## config.mk

```make
export PLATFORM = sky130hd
export DESIGN_NAME = sha256_chunk_core
export DESIGN_NICKNAME = d
export VERILOG_FILES = /design/src/rtl/sha256_pkg.sv /design/src/rtl/sha256_chunk_core_msg_schedule.sv /design/src/rtl/sha256_chunk_core.sv
export SDC_FILE = /design/constraint.sdc
export NUM_CORES = 2
export LEC_CHECK = 0
export CAP_MARGIN = 25
export CORE_MARGIN = 4
export CORE_UTILIZATION = 57
export DETAILED_ROUTE_END_ITERATION = 10
export PLACE_DENSITY = 0.86
export SLEW_MARGIN = 20
export SYNTH_ARGS = -nofsm -noshare
export SYNTH_HDL_FRONTEND = slang
export SYNTH_SLANG_ARGS = --single-unit
```

## constraint.sdc

```tcl
create_clock -name clock -period 11.2 [get_ports clock]
set_input_delay 1.12 -clock clock [delete_from_list [all_inputs] [get_ports clock]]
set_output_delay 1.12 -clock clock [all_outputs]
set_load 0.01 [all_outputs]
```

## src/rtl/sha256_pkg.sv

```systemverilog
// Shared SHA-256 constants, FSM state encoding and 32-bit round/schedule functions.
package sha256_pkg;

  typedef enum logic [1:0] {
    ST_IDLE  = 2'd0,
    ST_ROUND = 2'd1,
    ST_FINAL = 2'd2
  } state_t;

  localparam logic [31:0] K [64] = '{
    32'h428a2f98, 32'h71374491, 32'hb5c0fbcf, 32'he9b5dba5, 32'h3956c25b, 32'h59f111f1, 32'h923f82a4, 32'hab1c5ed5,
    32'hd807aa98, 32'h12835b01, 32'h243185be, 32'h550c7dc3, 32'h72be5d74, 32'h80deb1fe, 32'h9bdc06a7, 32'hc19bf174,
    32'he49b69c1, 32'hefbe4786, 32'h0fc19dc6, 32'h240ca1cc, 32'h2de92c6f, 32'h4a7484aa, 32'h5cb0a9dc, 32'h76f988da,
    32'h983e5152, 32'ha831c66d, 32'hb00327c8, 32'hbf597fc7, 32'hc6e00bf3, 32'hd5a79147, 32'h06ca6351, 32'h14292967,
    32'h27b70a85, 32'h2e1b2138, 32'h4d2c6dfc, 32'h53380d13, 32'h650a7354, 32'h766a0abb, 32'h81c2c92e, 32'h92722c85,
    32'ha2bfe8a1, 32'ha81a664b, 32'hc24b8b70, 32'hc76c51a3, 32'hd192e819, 32'hd6990624, 32'hf40e3585, 32'h106aa070,
    32'h19a4c116, 32'h1e376c08, 32'h2748774c, 32'h34b0bcb5, 32'h391c0cb3, 32'h4ed8aa4a, 32'h5b9cca4f, 32'h682e6ff3,
    32'h748f82ee, 32'h78a5636f, 32'h84c87814, 32'h8cc70208, 32'h90befffa, 32'ha4506ceb, 32'hbef9a3f7, 32'hc67178f2
  };

  localparam logic [31:0] IV [8] = '{
    32'h6a09e667, 32'hbb67ae85, 32'h3c6ef372, 32'ha54ff53a,
    32'h510e527f, 32'h9b05688c, 32'h1f83d9ab, 32'h5be0cd19
  };

  function automatic logic [31:0] rotr(input logic [31:0] x, input int unsigned n);
    return (x >> n) | (x << (32 - n));
  endfunction

  function automatic logic [31:0] big_sigma0(input logic [31:0] x);
    return rotr(x, 2) ^ rotr(x, 13) ^ rotr(x, 22);
  endfunction

  function automatic logic [31:0] big_sigma1(input logic [31:0] x);
    return rotr(x, 6) ^ rotr(x, 11) ^ rotr(x, 25);
  endfunction

  function automatic logic [31:0] small_sigma0(input logic [31:0] x);
    return rotr(x, 7) ^ rotr(x, 18) ^ (x >> 3);
  endfunction

  function automatic logic [31:0] small_sigma1(input logic [31:0] x);
    return rotr(x, 17) ^ rotr(x, 19) ^ (x >> 10);
  endfunction

  function automatic logic [31:0] ch(input logic [31:0] x, input logic [31:0] y, input logic [31:0] z);
    return (x & y) ^ (~x & z);
  endfunction

  function automatic logic [31:0] maj(input logic [31:0] x, input logic [31:0] y, input logic [31:0] z);
    return (x & y) ^ (x & z) ^ (y & z);
  endfunction

endpackage

```

## src/rtl/sha256_chunk_core_msg_schedule.sv

```systemverilog
// 16-word sliding message schedule window; w_cur is the word consumed by the current round.
module sha256_msg_schedule
  import sha256_pkg::*;
(
  input  logic         clock,
  input  logic         reset,
  input  logic         load,
  input  logic         shift,
  input  logic [511:0] chunk_in,
  output logic [31:0]  w_cur
);

  logic [31:0] w [16];
  logic [31:0] w_next;

  assign w_next = small_sigma1(w[14]) + w[9] + small_sigma0(w[1]) + w[0];
  assign w_cur  = w[0];

  always_ff @(posedge clock) begin
    if (!reset) begin
      for (int i = 0; i < 16; i++) w[i] <= '0;
    end else if (load) begin
      for (int i = 0; i < 16; i++) w[i] <= chunk_in[511 - 32*i -: 32];
    end else if (shift) begin
      for (int i = 0; i < 15; i++) w[i] <= w[i+1];
      w[15] <= w_next;
    end
  end

endmodule

```

## src/rtl/sha256_chunk_core.sv

```systemverilog
// Iterative SHA-256 compression: one round per clock, running digest carried across chunks.
//   state    | meaning
//   ST_IDLE  | waiting for a chunk; chunk_ready=1
//   ST_ROUND | rounds 0..63, one per clock
//   ST_FINAL | fold working vars into H, publish digest and target flag
module sha256_chunk_core
  import sha256_pkg::*;
#(
  parameter int ZERO_BITS = 10
) (
  input  logic         clock,
  input  logic         reset,
  input  logic [511:0] chunk_in,
  input  logic         chunk_valid,
  input  logic         first_chunk,
  output logic         chunk_ready,
  output logic         busy,
  output logic [255:0] hash_out,
  output logic         hash_valid,
  output logic         hash_meets_target
);

  state_t      state;
  logic [5:0]  round;
  logic [31:0] wk    [8];
  logic [31:0] h_acc [8];
  logic [31:0] w_cur;
  logic [31:0] t1;
  logic [31:0] t2;
  logic [255:0] digest_next;
  logic        meets_next;
  logic        accept;

  assign accept = (state == ST_IDLE) && chunk_valid;

  sha256_msg_schedule u_sched (
    .clock    (clock),
    .reset    (reset),
    .load     (accept),
    .shift    (state == ST_ROUND),
    .chunk_in (chunk_in),
    .w_cur    (w_cur)
  );

  assign t1 = wk[7] + big_sigma1(wk[4]) + ch(wk[4], wk[5], wk[6]) + K[round] + w_cur;
  assign t2 = big_sigma0(wk[0]) + maj(wk[0], wk[1], wk[2]);

  assign digest_next = {h_acc[0] + wk[0], h_acc[1] + wk[1], h_acc[2] + wk[2], h_acc[3] + wk[3],
                        h_acc[4] + wk[4], h_acc[5] + wk[5], h_acc[6] + wk[6], h_acc[7] + wk[7]};
  assign meets_next  = (digest_next[255 -: ZERO_BITS] == '0);

  always_ff @(posedge clock) begin
    if (!reset) begin
      state             <= ST_IDLE;
      round             <= '0;
      hash_out          <= '0;
      hash_valid        <= 1'b0;
      hash_meets_target <= 1'b0;
      chunk_ready       <= 1'b1;
      busy              <= 1'b0;
      for (int i = 0; i < 8; i++) begin
        wk[i]    <= '0;
        h_acc[i] <= IV[i];
      end
    end else begin
      hash_valid <= 1'b0;
      case (state)
        ST_IDLE: begin
          if (chunk_valid) begin
            for (int i = 0; i < 8; i++) begin
              wk[i] <= first_chunk ? IV[i] : h_acc[i];
              if (first_chunk) h_acc[i] <= IV[i];
            end
            round       <= '0;
            state       <= ST_ROUND;
            chunk_ready <= 1'b0;
            busy        <= 1'b1;
          end
        end
        ST_ROUND: begin
          wk[7] <= wk[6];
          wk[6] <= wk[5];
          wk[5] <= wk[4];
          wk[4] <= wk[3] + t1;
          wk[3] <= wk[2];
          wk[2] <= wk[1];
          wk[1] <= wk[0];
          wk[0] <= t1 + t2;
          if (round == 6'd63) state <= ST_FINAL;
          else                round <= round + 6'd1;
        end
        ST_FINAL: begin
          for (int i = 0; i < 8; i++) h_acc[i] <= digest_next[255 - 32*i -: 32];
          hash_out          <= digest_next;
          hash_valid        <= 1'b1;
          hash_meets_target <= meets_next;
          state             <= ST_IDLE;
          chunk_ready       <= 1'b1;
          busy              <= 1'b0;
        end
        default: state <= ST_IDLE;
      endcase
    end
  end

endmodule
```

# Word-level counts from Yosys, hierarchy flattened
# Memories as Yosys holds them, arrays and structs flattened.
# Cells that the tools add are included.
[word_totals]
register_bits = 268
ramBits = 1024
romBits = 2048
inputBits = 516
mem_count = 4
[mem_list]
columns = ["name", "words", "word_bits", "rd", "rd_ports_with_merged_regs", "write_ports", "line", "rtl"]
rows = [
  ["(no name shown)", 64, 32, 1, 0, 0, "sha256_chunk_core.sv:45", "assign t1 = wk[7] + big_sigma1(wk[4]) + ch(wk[4], wk[5], wk[6]) + K[round] + w_cur;"],
  ["u_sched.w", 16, 32, 16, 0, 16, "sha256_chunk_core_msg_schedule.sv:13", "logic [31:0] w [16];"],
  ["h_acc", 8, 32, 8, 0, 8, "sha256_chunk_core.sv:26", "logic [31:0] h_acc [8];"],
  ["wk", 8, 32, 8, 0, 8, "sha256_chunk_core.sv:25", "logic [31:0] wk [8];"],
]
[op_classes]
n_addsub = 19
magnitude_cmp = 1
eq_ne = 6
mux = 106
n_bitwise = 92
reduce_logical = 8
[op_table]
columns = ["operator", "count"]
rows = [
  ["two-way mux 32 bit", 74],
  ["adder 32 bit", 18],
  ["bitwise XOR 32 bit", 9],
  ["bitwise AND 32 bit", 5],
  ["OR 1 bit", 64],
  ["NOT 32 bit", 1],
  ["OR 10 x 32 -> 32 bit", 1],
  ["OR 13 x 32 -> 32 bit", 1],
  ["OR 14 x 32 -> 32 bit", 1],
  ["OR 15 x 32 -> 32 bit", 1],
  ["OR 19 x 32 -> 32 bit", 1],
  ["OR 21 x 32 -> 32 bit", 1],
  ["OR 25 x 32 -> 32 bit", 1],
  ["OR 26 x 32 -> 32 bit", 1],
  ["OR 30 x 32 -> 32 bit", 1],
  ["OR 7 x 32 -> 32 bit", 1],
  ["bitwise XOR 32 x 22 -> 32 bit", 1],
  ["bitwise XOR 32 x 29 -> 32 bit", 1],
  ["two-way mux 1 bit", 24],
  ["two-way mux 6 bit", 2],
  ["case mux 6 bit (2 select lines)", 1],
  ["logical NOT 10 bit", 1],
  [">= comparator 7 bit, second input constant", 1],
  ["NOT 6 -> 7 bit", 1],
  ["other kinds (13)", 19],
]

# Longest topological paths before layout
# An unclocked memory read counts as a cell.
[depth]
ltp_word = 10
mapped_depth = 41
ltp_nobuf = 39

# Hierarchy
# A second synthesis with hierarchy kept.
[hier_totals]
hier_cells = 7465
area_unflattened_um2 = 76811.2
[modules_own_cells]
columns = ["module", "instances", "cells_per_inst", "area_per_inst_um2"]
rows = [
  ["sha256_chunk_core", 1, 5711, 51916.0],
  ["sha256_msg_schedule", 1, 1754, 24895.1],
]

# Worst setup path before layout
# Ideal clock, no wire load.
[synth_timing]
path_type = "in2reg"
startpoint = "input port reset"
endpoint = "memory u_sched.w[0][0], enable pin"
setup_ns = 2.599
arrival_ns = 7.354
required_time_ns = 8.601
path_slack_ns = 1.247
stages = 3
path_cell_list = "clkbuf_1 -> clkbuf_1 -> nand3_1"
[synth_lines]
columns = ["element", "line", "rtl"]
rows = [
  ["from (decl)", "sha256_chunk_core.sv:12", "input logic reset,"],
  ["to (decl)", "sha256_chunk_core_msg_schedule.sv:13", ""],
]

==> impl_results.md <==
- Status: finished, final reports clean
- Sequential share of the synthesized area: 45.13%
- Final min period: 9653 ps
- CP endpoint kind: flop
- Grt total ovfl: 0
- CP startpoint kind: flop
- CP delay by family, top: compound AO/OA/AOI/OAI gates
- H-tree Lvls: 4
- CTS Buffer Depth: 3
- Share of cells above drive strength 1: 4.405%
- Grt met1 use: 55.76%
- Fmax: 0.1036 GHz
- Core area: 135,600 um^2
- GPL Wtd Cong: 1.034
- Final Hold Viols: 0
- Syn Inst Count: 8,141
- Clk sinks: 1,292
- Main flop type after synthesis: edfxtp_1
- Root Driver: clkbuf_16
- Required time of the critical path: 11,660 ps
- Initial Utilization: 57.42%
- # port buffers: 775
- Number of CTS-inserted buffers: 137
- P&R area growth vs syn: 17.78%
- Max-Cap Viols: 0
- Synth cell types: 96
- Synth warnings: 0
- Hold Crit Class: reg -> reg
- Mapped cell area: 77,890 um^2
- Most frequent cells in the layout: nand2_1, edfxtp_1, a21oi_1
- Commonest non-fill, non-tap cell in the layout: nand2_1
- Clk pin slew, worst setup/hold paths: 70 ps
- IO Pins: 776
- Flops & latches, synth: 1,292
- Async set-reset flop share out of synthesis: 0%
- Mean post-synth cell area: 9.567 um^2
- Fin crit share: 86.19%
- # rows: 135
- Resized Gates After CTS: 0
- DR WL/cell: 28.82 um
- Worst Path Buf+Inv: 6
- Hpwl dp: 228.1 mm
- Slew HR: 20.93%
- Worst clock skew: 43.38 ps
- Nets: 9,753
- Setup bufs post-CTS: 0
- # DRC: 0
- Grt met2 use: 60.10%
- Number of synthesized flops with an enable pin: 928
- Crit path max fanout: 15
- Post-synth net total: 9,245
- Met3 usage: 11.44%
- Busiest grt layer: met2
- Layout Utilization: 67.63%
- Final Max Tran Viols: 0
- Least-Margin Pin Slew: 1186 ps
- CP arrival: 10,110 ps
- DIE AREA: 142,600 um^2
- Post-Route WL: 305.1 mm
- Pre-antenna DRT Iters: 9
- TNS Setup: 0 ps
- Reg2reg setup slack: 1550 ps
- Initial antenna violation count: 53
- Overall die height: 377.7 um
- CTS tree: yes
- GRT Total Usage: 41.16%
- Pre-CTS setup slack: 1833 ps
- RSZ-0062 raised after global routing: false
- First-pass GRT wire length: 430.9 mm
- Fin worst setup slack: 1547 ps
- Clk_lat worst skew: 790 ps
- Routed Antenna Nets: 0
- CP max stage delay: 770 ps
- CP Class: reg -> reg
- Die W: 377.7 um
- Largest net degree at the start of global routing: 221
- Vias after detailed routing: 69,120
- Number of global-route vias before repair: 64,232
- Critical-path top delay cell: o21ai_0
- Initial DRC count: 10,830
- Number of vias per cell: 6.529
- Final setup fails: 0
- Hold Buf Count CTS: 0
worst register-to-register path, delay by kind of cell (launching register included):
| family | cells | cell delay, ps |
|---|---|---|
| AOI/OAI and AO/OA | 14 | 3640 |
| adders and majority gates | 8 | 3390 |
| and+or+nand+nor | 5 | 900 |
| buffers and inverters | 6 | 590 |
| DFF | 1 | 480 |
| xor gates and xnor gates | 2 | 350 |
kinds of logic after synthesis:
group | share of synthesized area, %
and+or+nand+nor | 14.05
AOI/OAI and AO/OA | 18.50
DFF | 45.13
buffers and inverters | 3.913
adders and majority gates | 11.36
xor gates and xnor gates | 6.185
muxes | 0.8578
flip-flops by register name (all words and copies together), names as in the netlist:
name,cells
wk,256
chunk_ready,1
state,2
hash_valid,1
h_acc,256
busy,1
round,6
u_sched.w,512
hash_out,256
hash_meets_target,1
area by class of cell:
class | count | area, um^2
Inverter | 328 | 1244
Tap cell | 1781 | 2228
Fill cell | 10230 | 43900
Clock buffer | 183 | 3928
Clock inverter | 69 | 730.7
Sequential cell | 1292 | 35160
Antenna cell | 44 | 110.1
Multi-Input combinational cell | 6037 | 39840
Timing Repair Buffer | 853 | 8501
final timing paths:
path | from | to | depth (start not counted)
hold reg to reg | hash_out[241]$_SDFFE_PN0P_ | hash_out[241]$_SDFFE_PN0P_ | 2
setup / recovery | round[1]$_SDFFE_PN0P_ | wk[0][27]$_SDFFCE_PN0P_ | 35
hold / removal | hash_out[241]$_SDFFE_PN0P_ | hash_out[241]$_SDFFE_PN0P_ | 2
setup reg to reg | round[1]$_SDFFE_PN0P_ | wk[0][27]$_SDFFCE_PN0P_ | 35
per-stage QoR:
stage	cells	instance area (um^2)	hold slack [ps]
after floorplan	8141	77890	453.3
after global placement	10288	86890	431.1
after detailed placement	10290	86950	433.8
after CTS	10542	91610	443.5
after global routing	10570	91690	465.6
final	10587	91740	441.6
layer usage:
layer	up-vias	part of all wire, %
met4	20	6.5
met2	4878	43
met5	-	0.041
met1	33255	38
li1	30072	-
met3	895	13
cells in the mapped netlist (all sizes together) (51+ instances only):
library cell  count  area (um^2)
ha              393         4917
o31ai            55        450.4
clkbuf          435         1633
nor2            434         1629
nand3           135        675.7
a21oi           858         4298
xor2            177         1550
nand2          1450         5443
inv             328         1231
a22o            157         1375
o21ai           440         2202
a211oi           51        400.4
a21o            293         2201
o21a             59        442.9
nor3            239         1201
edfxtp          928        27870
xnor2           373         3267
nand2b           62        387.9
dfxtp           364         7287
fa              195         3904
Power is not shown: default switching activity piles up to over one toggle a cycle in this logic, so the estimate is an artifact.
